[src/rtl/peak_decimator_pkg.sv]
`default_nettype none
// ============================================================================
// Module      : peak_decimator_pkg
// Description : Shared mode and state encodings for the peak decimator.
// Revision    : 1.0
// ============================================================================
package peak_decimator_pkg;

    localparam logic MODE_SAMPLE = 1'b0;
    localparam logic MODE_PEAK   = 1'b1;

    typedef enum logic [0:0] {
        ST_IDLE = 1'b0,
        ST_ACC  = 1'b1
    } state_e;

endpackage : peak_decimator_pkg
`default_nettype wire

[src/rtl/peak_decimator_if.sv]
`default_nettype none
// ============================================================================
// Module      : peak_decimator_if
// Description : Sample input stream and result handshake of the decimator.
// Revision    : 1.0
// ============================================================================
interface peak_decimator_if #(
    parameter int INPUT_WIDTH = 16,
    parameter int RATIO_WIDTH = 8
);
    logic signed [INPUT_WIDTH-1:0] x;
    logic                          x_valid;
    logic        [RATIO_WIDTH-1:0] ratio;
    logic                          mode;
    logic signed [INPUT_WIDTH-1:0] y_min;
    logic signed [INPUT_WIDTH-1:0] y_max;
    logic                          y_valid;
    logic                          y_ready;
    logic                          overrun;

    modport master (
        output x, x_valid, ratio, mode, y_ready,
        input  y_min, y_max, y_valid, overrun
    );

    modport slave (
        input  x, x_valid, ratio, mode, y_ready,
        output y_min, y_max, y_valid, overrun
    );
endinterface : peak_decimator_if
`default_nettype wire

[src/rtl/peak_decimator_minmax_accum.sv]
`default_nettype none
// ============================================================================
// Module      : minmax_accum
// Description : Window min/max/first registers; exposes next values so the
//               completing sample is included in the result.
// Revision    : 1.0
// ============================================================================
module minmax_accum #(
    parameter int INPUT_WIDTH = 16
) (
    input  wire logic                          clk,
    input  wire logic                          rst_n,
    input  wire logic                          load,
    input  wire logic                          update,
    input  wire logic signed [INPUT_WIDTH-1:0] x,
    output logic signed      [INPUT_WIDTH-1:0] min_next,
    output logic signed      [INPUT_WIDTH-1:0] max_next,
    output logic signed      [INPUT_WIDTH-1:0] first_next
);

    logic signed [INPUT_WIDTH-1:0] r_min;
    logic signed [INPUT_WIDTH-1:0] r_max;
    logic signed [INPUT_WIDTH-1:0] r_first;

    always_comb begin
        min_next   = r_min;
        max_next   = r_max;
        first_next = r_first;
        if (load) begin
            min_next   = x;
            max_next   = x;
            first_next = x;
        end else if (update) begin
            min_next = (x < r_min) ? x : r_min;
            max_next = (x > r_max) ? x : r_max;
        end
    end

    always_ff @(posedge clk) begin
        if (!rst_n) begin
            r_min   <= '0;
            r_max   <= '0;
            r_first <= '0;
        end else if (load || update) begin
            r_min   <= min_next;
            r_max   <= max_next;
            r_first <= first_next;
        end
    end

endmodule : minmax_accum
`default_nettype wire

[src/rtl/peak_decimator.sv]
`default_nettype none
// ============================================================================
// Module      : peak_decimator
// Description : Window decimator (SAMPLE / PEAK) with one-deep output register.
// Revision    : 1.0
// ============================================================================
module peak_decimator
    import peak_decimator_pkg::*;
#(
    parameter int INPUT_WIDTH = 16,
    parameter int RATIO_WIDTH = 8
) (
    input  wire logic             clk,
    input  wire logic             rst_n,
    peak_decimator_if.slave       bus
);

    state_e                        r_state;
    logic        [RATIO_WIDTH-1:0] r_count;
    logic        [RATIO_WIDTH-1:0] r_ratio;
    logic                          r_mode;
    logic signed [INPUT_WIDTH-1:0] r_y_min;
    logic signed [INPUT_WIDTH-1:0] r_y_max;
    logic                          r_y_valid;
    logic                          r_overrun;

    logic        [RATIO_WIDTH-1:0] w_ratio_eff;
    logic        [RATIO_WIDTH-1:0] w_count_nxt;
    logic                          w_load;
    logic                          w_update;
    logic                          w_complete;
    logic                          w_mode_eff;
    logic signed [INPUT_WIDTH-1:0] w_min_nxt;
    logic signed [INPUT_WIDTH-1:0] w_max_nxt;
    logic signed [INPUT_WIDTH-1:0] w_first_nxt;

    assign w_ratio_eff = (bus.ratio == '0) ? RATIO_WIDTH'(1) : bus.ratio;
    assign w_count_nxt = r_count + 1'b1;
    assign w_load      = bus.x_valid && (r_state == ST_IDLE);
    assign w_update    = bus.x_valid && (r_state == ST_ACC);
    // A window opened this cycle takes its mode from the live input, not the latch.
    assign w_mode_eff  = (r_state == ST_IDLE) ? bus.mode : r_mode;
    assign w_complete  = (w_load   && (w_ratio_eff == RATIO_WIDTH'(1))) ||
                         (w_update && (w_count_nxt == r_ratio));

    minmax_accum #(
        .INPUT_WIDTH (INPUT_WIDTH)
    ) u_minmax_accum (
        .clk        (clk),
        .rst_n      (rst_n),
        .load       (w_load),
        .update     (w_update),
        .x          (bus.x),
        .min_next   (w_min_nxt),
        .max_next   (w_max_nxt),
        .first_next (w_first_nxt)
    );

    always_ff @(posedge clk) begin
        if (!rst_n) begin
            r_state   <= ST_IDLE;
            r_count   <= '0;
            r_ratio   <= '0;
            r_mode    <= MODE_SAMPLE;
            r_y_min   <= '0;
            r_y_max   <= '0;
            r_y_valid <= 1'b0;
            r_overrun <= 1'b0;
        end else begin
            r_overrun <= 1'b0;

            if (w_load) begin
                r_ratio <= w_ratio_eff;
                r_mode  <= bus.mode;
                r_count <= RATIO_WIDTH'(1);
                r_state <= w_complete ? ST_IDLE : ST_ACC;
            end else if (w_update) begin
                r_count <= w_count_nxt;
                if (w_complete) begin
                    r_state <= ST_IDLE;
                end
            end

            if (w_complete) begin
                if (!r_y_valid || bus.y_ready) begin
                    r_y_min   <= (w_mode_eff == MODE_PEAK) ? w_min_nxt : w_first_nxt;
                    r_y_max   <= (w_mode_eff == MODE_PEAK) ? w_max_nxt : w_first_nxt;
                    r_y_valid <= 1'b1;
                end else begin
                    r_overrun <= 1'b1;
                end
            end else if (r_y_valid && bus.y_ready) begin
                r_y_valid <= 1'b0;
            end
        end
    end

    assign bus.y_min   = r_y_min;
    assign bus.y_max   = r_y_max;
    assign bus.y_valid = r_y_valid;
    assign bus.overrun = r_overrun;

endmodule : peak_decimator
`default_nettype wire

[src/flat_wrapper.sv]
// flat-port wrapper written by rule: the top's interface ports become plain ports
module peak_decimator_flat import peak_decimator_pkg::*;
#(
    parameter int INPUT_WIDTH = 16,
    parameter int RATIO_WIDTH = 8
)
  (clk, rst_n, bus_x, bus_x_valid, bus_ratio, bus_mode, bus_y_ready, bus_y_min, bus_y_max, bus_y_valid, bus_overrun);
  peak_decimator_if #(.INPUT_WIDTH(INPUT_WIDTH), .RATIO_WIDTH(RATIO_WIDTH)) bus_i ();
  input  wire logic clk;
  input  wire logic rst_n;
  input wire logic [$bits(bus_i.x)-1:0] bus_x;
  input wire logic [$bits(bus_i.x_valid)-1:0] bus_x_valid;
  input wire logic [$bits(bus_i.ratio)-1:0] bus_ratio;
  input wire logic [$bits(bus_i.mode)-1:0] bus_mode;
  input wire logic [$bits(bus_i.y_ready)-1:0] bus_y_ready;
  output wire logic [$bits(bus_i.y_min)-1:0] bus_y_min;
  output wire logic [$bits(bus_i.y_max)-1:0] bus_y_max;
  output wire logic [$bits(bus_i.y_valid)-1:0] bus_y_valid;
  output wire logic [$bits(bus_i.overrun)-1:0] bus_overrun;
  assign bus_i.x = bus_x;
  assign bus_i.x_valid = bus_x_valid;
  assign bus_i.ratio = bus_ratio;
  assign bus_i.mode = bus_mode;
  assign bus_i.y_ready = bus_y_ready;
  assign bus_y_min = bus_i.y_min;
  assign bus_y_max = bus_i.y_max;
  assign bus_y_valid = bus_i.y_valid;
  assign bus_overrun = bus_i.overrun;
  peak_decimator #(.INPUT_WIDTH(INPUT_WIDTH), .RATIO_WIDTH(RATIO_WIDTH)) u_core (.clk(clk), .rst_n(rst_n), .bus(bus_i));
endmodule
[config.mk]
export PLATFORM = sky130hd
export DESIGN_NAME = peak_decimator_flat
export DESIGN_NICKNAME = d
export VERILOG_FILES = /design/src/rtl/peak_decimator_pkg.sv /design/src/rtl/peak_decimator_if.sv /design/src/rtl/peak_decimator_minmax_accum.sv /design/src/rtl/peak_decimator.sv /design/src/flat_wrapper.sv
export SDC_FILE = /design/constraint.sdc
export NUM_CORES = 1
export LEC_CHECK = 0
export CAP_MARGIN = 20
export CORE_MARGIN = 4
export CORE_UTILIZATION = 39
export DETAILED_ROUTE_END_ITERATION = 10
export GPL_ROUTABILITY_DRIVEN = 0
export HOLD_SLACK_MARGIN = 0.03
export PLACE_DENSITY_LB_ADDON = 0.15
export SLEW_MARGIN = 15
export SYNTH_ARGS = -nofsm -noshare
export SYNTH_HDL_FRONTEND = slang
export SYNTH_HIERARCHICAL = 1
export SYNTH_SLANG_ARGS = --single-unit
[constraint.sdc]
create_clock -name clk -period 4.2 [get_ports clk]
set_input_delay 0.84 -clock clk [delete_from_list [all_inputs] [get_ports clk]]
set_output_delay 0.84 -clock clk [all_outputs]
set_load 0.1 [all_outputs]
==> impl_metrics.ini <==
[clocking]
cts_root_buffer = clkbuf_16
cts_sinks = 100
cts_buffer_depth = 2
cts-hold-fix-buffers = 0
post_cts_buffers = 0
cts_resized = 0
clkTransAtPathRegs_ps = 70
cts_tree = done
cts_max_level = 3
clk_latency_ps = 350
numCtsBuffers = 9

[setup_path]
critPathKind = input pin to flip-flop
required_ps = 4400
end_kind = flip-flop
arrival_ps = 3840
crit_fanout = 22
reg2reg_to = u_core/bus.y_min[9]$_SDFFE_PN0P_
cp-start-kind = input pin
worstRegToRegCells = 11
crit-reg2reg-launch = u_core/u_minmax_accum/r_min[6]$_SDFFE_PN0P_
r2r_slack_ps = 1110

[min_path]
hold_path.class = flip-flop to flip-flop
hold_end = u_core/bus.y_max[8]$_SDFFE_PN0P_
min_delay_path_depth = 1
holdCritStartpoint = u_core/bus.y_max[8]$_SDFFE_PN0P_

[logic_synthesis]
yosys-top-cells-area = dfxtp_1 34%, nand2_1 7.5%, ha_1 6.8%
synth-edff-count = 0
netlist.area_leader.share = 0.340
ys_seq_elements = 100
syn_inst = 665
synth_top_cell_by_area = dfxtp_1
synth_area_mm2 = 0.00589
post_synth_num_cell_types = 61
async_flop_share = 0
synth_ff_type = dfxtp_1
yosysSeqAreaShare = 0.340
avgSynthCellArea_um2 = 8.85
synth_fp_nets = 726
synth_warnings = 6

[drt]
drtIter0Drc = 353
drc = 0
wl_um = 16400
vias = 5184
viasPerCell = 5.68
drtAntennaViolNets = 0
wl_per_cell_um = 18.0
dr.pass1.iters = 5

[finish]
layout_commonest_cell = nand2_1
diodes = 0
layout.nets = 785
fin_util = 0.483
drive_gt1_frac = 0.163
area_growth_pct = 20.2
layout.cells.most_common_list = 117 x nand2_1, 100 x dfxtp_1, 62 x clkdlybuf4s50_1, 44 x a21oi_1, 37 x inv_1

[power_and_ir_drop]
peakVddDrop_mv = 0.220
total_leakage_power_nw = 2.71
powerDensity_mw_per_mm2 = 363

[outcome]
outcome = complete, no violations

[sta]
tightest_slew_ps = 1020
fmax_mhz = 275
rsz0062_at_grt = false
maxSlewHeadroom = 0.317
fin_ws_ps = 559
layout_min_cycle_time_ps = 3640
post-route-period-util = 0.867
finClkSkew_ps = 6.67
finalSetupTns_ps = 0
hold_viol_final = 0
drv_slew = 0
setup_viol = 0

[floorplan]
initial_core_util = 0.402
rows = 44
ios = 63
die_area_mm2 = 0.0171
fp.coreArea_mm2 = 0.0146
dieHeight_um = 131
die_width_um = 131

[grt]
grt_pass1_vias = 4936
grt_start_max_net_pins = 52
grt_usage = 0.192
grt_first_pass_wirelength_um = 26100
antenna_found_initial = 0
grt-ovfl-total = 0

[run]
cap_violations = 0

[placement]
portBuffers = 62
post-place-ws_ps = 195
place_hpwl_um = 12000
[cell usage after synthesis (all sizes together), types with 3 or more instances]
cell type	number
o21ai	7
clkbuf	32
nor2	15
nand3	6
a211oi	9
xnor2	7
inv	38
a31oi	32
buf	16
nor2b	4
ha	32
and4	4
o21a	8
dfxtp	100
mux2i	18
o31ai	16
nand4	24
or3	3
and3	3
nor4b	3
nand2	117
a21o	6
mux2	33
a21oi	46
nor3	9
a311oi	26
and2	24
[flip-flops by register name, indices dropped and copies added (netlist names)]
register	count
u_core/bus.y_max	16
u_core/bus.y_min	16
u_core/u_minmax_accum/r_first	16
u_core/u_minmax_accum/r_max	16
u_core/u_minmax_accum/r_min	16
u_core/r_count	8
u_core/r_ratio	8
u_core/bus.overrun	1
u_core/bus.y_valid	1
u_core/r_mode	1
u_core/r_state	1
[kinds of logic after synthesis]
logic type | after synthesis | share of synthesized area
compound gates | 166 | 0.228
xor+xnor | 9 | 0.0147
fa+ha+maj | 32 | 0.0680
buf+inv | 87 | 0.0750
flops | 100 | 0.340
mux | 51 | 0.0937
simple gates | 220 | 0.181
[worst max-delay path by stage]
stage | startpoint | to | cells after the start
6_report | bus_x[14] | u_core/bus.y_min[9]$_SDFFE_PN0P_ | 11
5_1_grt | bus_x[14] | u_core/bus.y_min[8]$_SDFFE_PN0P_ | 11
4_1_cts | bus_x[14] | u_core/bus.y_min[14]$_SDFFE_PN0P_ | 11
3_5_place_dp | bus_x[14] | u_core/bus.y_min[8]$_SDFFE_PN0P_ | 11
3_3_place_gp | bus_x[9] | u_core/bus.y_min[8]$_SDFFE_PN0P_ | 11
2_1_floorplan | bus_x[6] | u_core/bus.y_min[3]$_SDFFE_PN0P_ | 11
[per-stage QoR]
stage / area [µm²] / std cells / power [mW] / hold slack [ps]
4_1_cts: 7060 / 912 / 2.58 / 475
3_5_place_dp: 6720 / 896 / 1.64 / 457
3_3_place_gp: 6720 / 896 / 1.64 / 454
5_1_grt: 7080 / 913 / 2.68 / 493
6_report: 7080 / 913 / 2.57 / 469
2_1_floorplan: 5890 / 665 / 1.46 / 446
[cell type report]
cell class | count | area [µm²]
sequential | 100 | 2000
tap | 184 | 230
clock buffer | 11 | 253
multi-input combinational | 478 | 3460
clock inverter | 5 | 82.6
timing repair buffer | 96 | 901
fill | 1379 | 7570
inverter | 39 | 146
[critical path, stage by stage]
cell and delay [ps]:
clkdlybuf4s50_1 520, ha_1 350, and4_1 230, and2_1 180, a2bb2oi_1 240, nand3_1 170
a311oi_4 500, buf_12 250, mux2_1 350, nand2_1 90, a311oi_2 100
[routing by layer]
layer | share of wire | track usage | routed length (µm)
met3 | 0.053 | 0.0427 | 865
met5 | 0 | 0 | 0
met4 | 0.0077 | 0.0351 | 127
met1 | 0.50 | 0.284 | 8250
met2 | 0.44 | 0.291 | 7150
[power breakdown]
part / internal (mW) / switching [mW] / leakage (nW) / total, mW
Clock: 0.557 / 0.380 / 0.166 / 0.937
Sequential: 1.00 / 0.0381 / 0.816 / 1.04
Combinational: 0.228 / 0.365 / 1.72 / 0.593
Note: power is estimated with default switching activity, not from simulation.
